**src/rtl/alu_logic_pipe.sv**
```systemverilog
// alu_logic_pipe: two-stage valid/ready bitwise logic unit with eight ops.
// Define ALU_LOGIC_FLAGS_EN to add the registered zero/parity result flags.
module alu_logic_pipe #(
    parameter int WIDTH = 64
) (
    input  logic             clk,
    input  logic             rst_n,
    input  logic             in_valid,
    output logic             in_ready,
    input  logic [WIDTH-1:0] a,
    input  logic [WIDTH-1:0] b,
    input  logic [2:0]       op,
    output logic             out_valid,
    input  logic             out_ready,
    output logic [WIDTH-1:0] y
`ifdef ALU_LOGIC_FLAGS_EN
    ,
    output logic             zero,
    output logic             parity
`endif
);
    logic             s1_valid;
    logic             s2_valid;
    logic [WIDTH-1:0] s1_a;
    logic [WIDTH-1:0] s1_b;
    logic [2:0]       s1_op;
    logic [WIDTH-1:0] res;
    logic             s2_load;
    logic             s1_adv;
    logic             in_fire;

    assign s2_load   = !s2_valid || out_ready;
    assign s1_adv    = s1_valid && s2_load;
    assign in_ready  = !s1_valid || s2_load;
    assign in_fire   = in_valid && in_ready;
    assign out_valid = s2_valid;

    always_comb begin
        res = s1_op == 3'd0 ? s1_a & s1_b    :
              s1_op == 3'd1 ? s1_a | s1_b    :
              s1_op == 3'd2 ? s1_a ^ s1_b    :
              s1_op == 3'd3 ? s1_a & ~s1_b   :
              s1_op == 3'd4 ? s1_a | ~s1_b   :
              s1_op == 3'd5 ? ~(s1_a ^ s1_b) :
              s1_op == 3'd6 ? s1_a           :
                              ~s1_a;
    end

    // Operand registers load only on an accepted transfer, so idle X inputs never enter state.
    always_ff @(posedge clk) begin
        if (!rst_n) begin
            s1_valid <= 1'b0;
            s1_a     <= '0;
            s1_b     <= '0;
            s1_op    <= '0;
        end else if (in_fire) begin
            s1_valid <= 1'b1;
            s1_a     <= a;
            s1_b     <= b;
            s1_op    <= op;
        end else if (s1_adv) begin
            s1_valid <= 1'b0;
        end
    end

    always_ff @(posedge clk) begin
        if (!rst_n) begin
            s2_valid <= 1'b0;
            y        <= '0;
        end else if (s1_adv) begin
            s2_valid <= 1'b1;
            y        <= res;
        end else if (out_ready) begin
            s2_valid <= 1'b0;
        end
    end

`ifdef ALU_LOGIC_FLAGS_EN
    always_ff @(posedge clk) begin
        if (!rst_n) begin
            zero   <= 1'b1;
            parity <= 1'b0;
        end else if (s1_adv) begin
            zero   <= ~|res;
            parity <= ^res;
        end
    end
`endif
endmodule
```
**config.mk**
```make
export PLATFORM = sky130hd
export DESIGN_NAME = alu_logic_pipe
export DESIGN_NICKNAME = d
export VERILOG_FILES = /design/src/rtl/alu_logic_pipe.sv
export SDC_FILE = /design/constraint.sdc
export NUM_CORES = 1
export LEC_CHECK = 0
export CORE_AREA = 2 2 176 178
export DETAILED_ROUTE_END_ITERATION = 10
export DIE_AREA = 0 0 178 180
export PLACE_DENSITY = 0.78
export SYNTH_ARGS = -nofsm -noshare
export SYNTH_HDL_FRONTEND = slang
export SYNTH_SLANG_ARGS = --single-unit
```
**constraint.sdc**
```tcl
create_clock -name clk -period 3 [get_ports clk]
set_input_delay 0.3 -clock clk [delete_from_list [all_inputs] [get_ports clk]]
set_output_delay 0.3 -clock clk [all_outputs]
set_load 0.03 [all_outputs]
```
==> results of run 1 <==
placed cells by master, fill, tap and decap left out, drive strengths merged, types with 4 or more instances in the layout:
master         synthesis  routed
a211oi                21      21
a21boi                54      54
a21o                  22      22
a21oi                250     250
a221oi                 5       5
a22oi                 42      42
a2bb2oi               35      35
a31oi                 14      14
buf                   86      35
clkbuf                94      20
clkdlybuf4s50          0     200
dfxtp                197     197
ha                   256     256
inv                  143     151
mux2                  19      19
mux2i                  8       8
nand2                324     324
nand2b                81      81
nand3                  8       8
nand3b                32      32
nor2                  53      53
nor2b                 45      45
nor3b                 29      29
nor4bb                 6       6
o211a                  4       4
o211ai                18      18
o21a                  21      21
o21ai                 64      64
o221ai                10      10
o22ai                  8       8
o32a                  42      42
o32ai                 53      53
o41ai                  6       6
or2                   11      11
or2b                   7       7
state kept, by name, indices dropped and copies added (netlist names):
register and count:
s1_b 64, out_valid 1, s1_a 64, s1_op 3, y 64, s1_valid 1
critical path, cell delays in order (launching register included):
cell and delay [ns]:
dfxtp_4 0.46, buf_12 0.26, nor2b_1 0.74, a22oi_1 0.25, o32a_1 0.22, o32ai_1 0.24
metal layers:
layer,track usage,vias up,part of all wire
met1,0.3638,7435,0.43
met5,0,-,0.00030
met4,0.1115,2,0.027
met2,0.4888,542,0.48
li1,-,7420,-
met3,0.04272,87,0.061
power groups by stage:
stage | clock network (µW) | logic [µW] | registers [µW]
detailed placement | 0 | 1810 | 3020
finish | 2350 | 1830 | 2970
CTS | 2370 | 1820 | 2960
floorplan | 0 | 1160 | 3030
global placement | 0 | 1740 | 3010
global route | 2470 | 2010 | 2990
area by class of cell:
type                    count  share of cell area
clock buffers              20             0.02343
clock inverters            12            0.006170
inverters                 143             0.02842
multi-input cells        1568              0.5818
flip-flops and latches    197              0.2075
well taps                 396             0.02599
repair buffers            235              0.1267
logic make-up (layout without fill, tap and decap cells):
family / count (synthesis) / after routing / synth area share
flip-flops: 197 / 197 / 0.2402
AND/OR/NAND/NOR: 604 / 604 / 0.1802
multiplexers: 27 / 27 / 0.01791
buffers and inverters: 323 / 410 / 0.08688
adder cells (fa/ha/maj): 256 / 256 / 0.1951
AO/OA/AOI/OAI: 681 / 681 / 0.2796
through the flow:
step / worst slack, ns / hold WS (ns) / area [µm²]
2_1_floorplan: 1.156 / 0.4360 / 16420
3_3_place_gp: 0.7115 / 0.4727 / 18500
3_5_place_dp: 0.6533 / 0.4682 / 18500
4_1_cts: 0.7165 / 0.3766 / 19060
5_1_grt: 0.5216 / 0.3844 / 19060
6_report: 0.6190 / 0.3842 / 19060
final timing paths:
path / to / slack, ns / depth (start not counted)
max: y[46]$_SDFFE_PN0P_ / 0.62 / 5
min: s1_a[10]$_SDFFE_PN0P_ / 0.38 / 3
max reg2reg: y[46]$_SDFFE_PN0P_ / 0.62 / 5
min reg2reg: s1_b[2]$_SDFFE_PN0P_ / 0.50 / 2
==> flow_metrics.tcl, run 1 <==
set metrics [dict create \
    cp.arrival_ns 2.75 \
    p_comb_frac 0.257 \
    power.share.clock 0.328 \
    postCtsSetupBuffers 0 \
    cts_made_buffers 17 \
    rsz0062_at_grt "false" \
    startpoint "s1_op[0]$_SDFFE_PN0P_" \
    first_iter_violations 1250 \
    grt_pass1_wl_um 75610 \
    power_leakage_uw 0.007519 \
    synth.top_cells.by_area "dfxtp_1 24%, ha_1 20%, a21oi_1 7.6%" \
    switching_share 0.3326 \
    drive_above_1_share 0.05057 \
    antenna_found_initial 1 \
    clk_path_buf_depth 2 \
    tightest_slew_ns 1.061 \
    layoutNonFillerInstCount 2571 \
    holdCritStartpoint "a[10]" \
    fill_cells 2564 \
    postSynthAreaPerCell_um2 7.863 \
    start_kind "flop" \
    drc 0 \
    cts_resized 0 \
    clockRootBuffer "clkbuf_16" \
    ys_types 57 \
    ir_drop_mv 0.4153 \
    diodes 0 \
    fin_crit_ns 2.381 \
    cp.required_ns 3.37 \
    io_pins 201 \
    post-route-util 0.6314 \
    vias 15490 \
    synthTopCellsByCount "323 x nand2_1, 256 x ha_1, 250 x a21oi_1" \
    grt_max_degree 146 \
    synth_edf_count 0 \
    numPortBuffers 200 \
    p_seq_frac 0.415 \
    hp-class "input port to flop" \
    internal-power_uw 4771 \
    syn_to_final_growth_pct 16.10 \
    cts_tree "built" \
    grt_usage 0.2876 \
    cp_max_fo 132 \
    critical_path_class "flop to flop" \
    synth_most_common_cell "nand2_1" \
    max_cap_viol_count 0 \
    synth_seq_cells 197 \
    dp_hpwl_um 30910 \
    finalCritPeriodShare 0.7937 \
    finalNetCount 2553 \
    ys_seq_area_frac 0.2402 \
    gp_congestion 0.8328 \
    numClockSinks 197 \
    drv_slew 0 \
    postRouteAntennaNets 0 \
    cts_hold_buffers 0 \
    max_freq_mhz 420.0 \
    tns_ns 0 \
    timing_hold_violations_final 0 \
    dieArea_mm2 0.03204 \
    power_uw 7149 \
    synth_area_mm2 0.01642 \
    r2r-start "s1_op[0]$_SDFFE_PN0P_" \
    async_flop_share 0 \
    clk_pin_slew_ns 0.08 \
    viasPerCell 6.023 \
    syn_inst 2088 \
    initial_utilization 0.5438 \
    grt_pass1_vias 15160 \
    synth_top_area_cell "dfxtp_1" \
    htreeDepth 4 \
    synth_top_area_frac 0.2402 \
    clkLatencyLatePin_ns 0.46 \
    synth-main-ff-cell "dfxtp_1" \
    drt-pass1-iter-count 5 \
    core_region_area_mm2 0.03019 \
    wl_per_cell_um 18.25 \
    setup_violations 0 \
    chipWidth_um 178 \
    end_kind "flop" \
    die_height_um 180 \
    status "finished, final reports clean" \
    clock_skew_ns 0.01493 \
    drt_wl_total_um 46930 \
    synth.net_count 2479 \
    dp_cells 2539 \
    netSwitchingPower_uw 2378 \
    std_cell_rows 64 \
    yosys_warnings 0 \
    powerDensity_mw_per_mm2 375.1 \
    grt-ovfl-total 0 \
    seq_area_mm2 0.003955 \
    slew_headroom 0.2874 \
    multi_input_area_mm2 0.01109 \
]
Note: power is estimated with default switching activity, not from simulation.
==> inputs of run 2 (changes only) <==
- clock period: 3 -> 2.39 ns (I/O delays scaled with it)
==> run 2 against run 1 <==
Clock skew down 0.0057 ns. Sequential share of layout area down 0.35 points. Cell count up 0.82%. First-iteration DRC count down 0.24%. Sequential power up 25%. Clock power up 45%. Worst setup slack worse by 0.37 ns. Non-clock buffer count up 22. Critical path type unchanged. Largest cell class unchanged.
==> flow_metrics.tcl, run 2 (synthesis gave the netlist of run 1 again) <==
set metrics [dict create \
    antenna_found_initial 2 \
    place_area_mm2 0.01871 \
    core_region_area_mm2 0.03019 \
    postCtsSetupBuffers 0 \
    start_kind "flop" \
    drive_above_1_share 0.05968 \
    vias 15470 \
    rsz0062_at_grt "false" \
    reg2reg_depth 4 \
    initial_utilization 0.5438 \
    r2r-start "s1_op[1]$_SDFFE_PN0P_" \
    ir_drop_mv 0.5685 \
    design_area_mm2 0.01939 \
    min_to "s1_a[10]$_SDFFE_PN0P_" \
    p_comb_frac 0.248 \
    multi_input_area_mm2 0.01109 \
    grt_pass1_vias 15220 \
    cts_tree "built" \
    power.share.clock 0.359 \
    postRouteAntennaNets 0 \
    io_pins 201 \
    drt_wl_total_um 46720 \
    drv_slew 0 \
    hold_depth 3 \
    fin_ws_ns 0.2517 \
    layoutNonFillerInstCount 2592 \
    cts_resized 0 \
    fin_crit_ns 2.138 \
    netSwitchingPower_uw 2911 \
    tightest_slew_ns 0.7187 \
    clkLatencyLatePin_ns 0.46 \
    htreeDepth 4 \
    hp-class "input port to flop" \
    grt_usage 0.2874 \
    reg_top3 "s1_a x64, s1_b x64, y x64" \
    syn_to_final_growth_pct 18.09 \
    cts_made_buffers 17 \
    numClockSinks 197 \
    dieArea_mm2 0.03204 \
    p_seq_frac 0.392 \
    finalCritPeriodShare 0.8947 \
    holdCritStartpoint "a[10]" \
    numPortBuffers 200 \
    internal-power_uw 6553 \
    tns_ns 0 \
    mostFrequentLayoutCell "nand2_1" \
    power_uw 9464 \
    cp.arrival_ns 2.50 \
    setup_violations 0 \
    status "finished, final reports clean" \
    clk_pin_slew_ns 0.07 \
    drc 0 \
    dp_hpwl_um 31430 \
    clock_skew_ns 0.009213 \
    wl_per_cell_um 18.03 \
    critical_path_class "flop to flop" \
    slew_headroom 0.5199 \
    clk_path_buf_depth 2 \
    timing_hold_violations_final 0 \
    max_cap_viol_count 0 \
    end_kind "flop" \
    grt_max_degree 126 \
    r2r_end "y[0]$_SDFFE_PN0P_" \
    clockRootBuffer "clkbuf_16" \
    max_freq_mhz 467.7 \
    layout_common_cells "321 x nand2_1, 256 x ha_1, 249 x a21oi_1" \
    std_cell_rows 64 \
    powerDensity_mw_per_mm2 488.1 \
    cts_hold_buffers 0 \
    drt-pass1-iter-count 6 \
    r2r_setup_slack_ns 0.25 \
    first_iter_violations 1247 \
    switching_share 0.3076 \
    dp_cells 2561 \
    dp_slack_ns 0.3489 \
    grt-ovfl-total 0 \
    seq_area_mm2 0.003955 \
    viasPerCell 5.970 \
    gp_congestion 0.8578 \
    finalNetCount 2575 \
    power_leakage_uw 0.007698 \
    cp.required_ns 2.75 \
    grt_pass1_wl_um 75030 \
    die_height_um 180 \
    fill_cells 2569 \
    chipWidth_um 178 \
    cp_max_fo 43 \
]
==> run 2: cell count changes in the layout (fill, tap and decap cells not counted), sizes merged <==
cell    before  now
inv        151  146
clkinv       2    1
bufinv       1    6
clkbuf      20   19
buf         35   57
diode        0    1
==> run 2: layout make-up <==
type,instances,share of cell area
multi-input cells,1568,0.5720
flip-flops and latches,197,0.2040
repair buffers,257,0.1357
inverters,143,0.02794
well taps,396,0.02556
clock buffers,19,0.02343
clock inverters,11,0.01129
diodes,1,0.0001291
==> run 2: per-layer routing <==
| metal | global-route usage | vias up | wire (µm) |
|---|---|---|---|
| met2 | 0.4778 | 540 | 22060 |
| li1 | - | 7456 | - |
| met3 | 0.04738 | 124 | 2938 |
| met5 | 0 | - | 11 |
| met1 | 0.3532 | 7351 | 19790 |
| met4 | 0.1531 | 2 | 1925 |
==> run 2: worst max-delay path, cell delays in order (launching register included) <==
cell and delay [ns]:
dfxtp_4 0.67, nor2b_1 0.65, a22oi_1 0.22, o32a_1 0.21
o32ai_1 0.27
==> run 2: power groups by stage <==
stage               registers (µW)  logic (µW)  clock network [µW]
finish                        3710        2350                3400
global route                  3740        2580                3540
floorplan                     3810        1460                   0
CTS                           3710        2330                3440
detailed placement            3790        2310                   0
global placement              3770        2230                   0
==> run 2: metrics by stage <==
step	util	hold slack [ns]
2_1_floorplan	-	0.3750
3_3_place_gp	0.6198	0.4765
3_5_place_dp	0.6198	0.4861
4_1_cts	0.6421	0.3064
5_1_grt	0.6422	0.3201
6_report	0.6422	0.3148
==> run 2: worst max path at each step <==
| stage | from | to | slack [ns] | depth (start not counted) |
|---|---|---|---|---|
| 2_1_floorplan | out_valid$_SDFFE_PN0P_ | s1_b[10]$_SDFFE_PN0P_ | 0.55 | 6 |
| 3_3_place_gp | s1_op[1]$_SDFFE_PN0P_ | y[46]$_SDFFE_PN0P_ | 0.35 | 4 |
| 3_5_place_dp | s1_op[1]$_SDFFE_PN0P_ | y[7]$_SDFFE_PN0P_ | 0.35 | 4 |
| 4_1_cts | s1_valid$_SDFFE_PN0P_ | in_ready | 0.25 | 3 |
| 5_1_grt | s1_op[1]$_SDFFE_PN0P_ | y[12]$_SDFFE_PN0P_ | 0.13 | 5 |
| 6_report | s1_op[1]$_SDFFE_PN0P_ | y[0]$_SDFFE_PN0P_ | 0.25 | 4 |
==> inputs of run 3 (changes only) <==
- CORE_AREA: 2 2 176 178 -> 5 5 179 181
- DIE_AREA: 0 0 178 180 -> 0 0 184 186
==> run 3 against run 2 <==
Maximum frequency up 3.6%. Largest power group unchanged. Global-route usage down 2.2 points. Combinational power about the same. Largest cell class unchanged. Clock skew about the same.
==> flow_metrics.tcl, run 3 (synthesis gave the netlist of run 1 again) <==
set metrics [dict create \
    max_cap_viol_count 0 \
    power.share.clock 0.323 \
    power_leakage_uw 0.007675 \
    syn_to_final_growth_pct 17.83 \
    critical_path_class "flop to flop" \
    core_region_area_mm2 0.03027 \
    tns_ns 0 \
    max_freq_mhz 484.6 \
    drive_above_1_share 0.05963 \
    r2r_setup_slack_ns 0.33 \
    hp-class "input port to flop" \
    fin_crit_ns 2.063 \
    wl_per_cell_um 18.09 \
    cts_made_buffers 17 \
    grt_pass1_vias 15130 \
    cp_max_fo 36 \
    cpLargestDelayFamily "flip-flops" \
    initial_utilization 0.5424 \
    gp_congestion 0.8480 \
    cp_common_cell "a21oi_1" \
    cp.arrival_ns 2.39 \
    drc 0 \
    mostFrequentLayoutCell "nand2_1" \
    layoutNonFillerInstCount 2595 \
    clkLatencyLatePin_ns 0.45 \
    grt_pass1_wl_um 75130 \
    numClockSinks 197 \
    switching_share 0.3231 \
    viasPerCell 5.929 \
    finalCritPeriodShare 0.8633 \
    start_kind "flop" \
    internal-power_uw 6068 \
    r2r_end "y[37]$_SDFFE_PN0P_" \
    setup_violations 0 \
    grt_usage 0.2659 \
    cp.required_ns 2.72 \
    dp_hpwl_um 31810 \
    cts_tree "built" \
    clk_pin_slew_ns 0.08 \
    clock_skew_ns 0.009129 \
    netSwitchingPower_uw 2896 \
    htreeDepth 4 \
    drv_slew 0 \
    antenna_found_initial 3 \
    reg2reg_depth 5 \
    std_cell_rows 64 \
    max_stage_delay_ns 0.68 \
    powerDensity_mw_per_mm2 463.4 \
    cts_hold_buffers 0 \
    rsz0062_at_grt "false" \
    postCtsSetupBuffers 0 \
    r2r-start "s1_op[1]$_SDFFE_PN0P_" \
    dieArea_mm2 0.03422 \
    ir_drop_mv 0.4926 \
    p_seq_frac 0.414 \
    cp_slowest_cell "dfxtp_4" \
    numPortBuffers 200 \
    chipWidth_um 184 \
    finalNetCount 2575 \
    clockRootBuffer "clkbuf_16" \
    postRouteAntennaNets 0 \
    worstPathBufferInverterCount 1 \
    first_iter_violations 1027 \
    cp.depth 5 \
    vias 15390 \
    dp_cells 2561 \
    worstPathCellList "and2_1 -> buf_4 -> a21oi_1 -> a221oi_1 -> a21oi_1" \
    die_height_um 186 \
    p_comb_frac 0.263 \
    startpoint "s1_op[1]$_SDFFE_PN0P_" \
    tightest_slew_ns 0.6933 \
    drt-pass1-iter-count 5 \
    grt-ovfl-total 0 \
    clk_path_buf_depth 2 \
    end_kind "flop" \
    layout_common_cells "321 x nand2_1, 256 x ha_1, 249 x a21oi_1" \
    status "finished, final reports clean" \
    drt_wl_total_um 46940 \
    cts_resized 0 \
    grt_max_degree 93 \
    io_pins 201 \
    reg_top3 "s1_a x64, s1_b x64, y x64" \
    timing_hold_violations_final 0 \
    slew_headroom 0.5373 \
    endpoint "y[37]$_SDFFE_PN0P_" \
]
[run 3: cell count changes in the layout (fill, tap and decap cells not counted), sizes merged]
| cell | previous run | this run |
|---|---|---|
| bufinv | 6 | 1 |
| clkbuf | 19 | 22 |
| clkinv | 1 | 4 |
| diode | 1 | 2 |
| inv | 146 | 147 |
[run 3: worst min path at each step]
stage,start,endpoint,depth (start not counted)
after CTS,b[13],s1_b[13]$_SDFFE_PN0P_,3
after global routing,b[13],s1_b[13]$_SDFFE_PN0P_,3
final,b[13],s1_b[13]$_SDFFE_PN0P_,3
after floorplan,op[1],s1_op[1]$_SDFFE_PN0P_,2
after global placement,y[41]$_SDFFE_PN0P_,y[41]$_SDFFE_PN0P_,2
after detailed placement,y[41]$_SDFFE_PN0P_,y[41]$_SDFFE_PN0P_,2
[run 3: layer usage]
metal,wire length (µm),part of all wire,global-route usage,vias up
li1,-,-,-,7451
met1,19830,0.42,0.3261,7359
met2,22930,0.49,0.4685,498
met3,3061,0.065,0.04768,75
met4,1104,0.024,0.09465,2
met5,7,0.00015,0,-
[run 3: worst register-to-register path, cell delays in order, from the launching register on]
cell	delay, ns
dfxtp_4	0.68
and2_1	0.45
buf_4	0.24
a21oi_1	0.07
a221oi_1	0.37
a21oi_1	0.14
[run 3: power groups by stage]
| stage | logic, µW | registers (µW) | clock network [µW] |
|---|---|---|---|
| finish | 2360 | 3710 | 2900 |
| global placement | 2250 | 3770 | 0 |
| floorplan | 1460 | 3810 | 0 |
| CTS | 2350 | 3710 | 2950 |
| detailed placement | 2330 | 3780 | 0 |
| global route | 2590 | 3740 | 3070 |
[run 3: final cells by class]
cell class	instances	area [µm²]
well taps	396	495.5
diodes	2	5.005
inverters	143	541.8
repair buffers	257	2693
multi-input cells	1568	11080
fillers	2590	10930
flip-flops and latches	197	3955
clock inverters	10	95.09
clock buffers	22	474.2
[run 3: stage by stage]
stage	setup slack [ns]	hold slack, ns	utilization	total power [µW]	area, µm²
final	0.3266	0.3291	0.6391	8964	19340
after global routing	0.2087	0.3178	0.6391	9396	19340
after CTS	0.3437	0.3118	0.6389	8998	19340
after detailed placement	0.3583	0.4650	0.6201	6113	18770
after global placement	0.3648	0.4609	0.6201	6022	18770
after floorplan	0.5456	0.3750	-	5268	16420
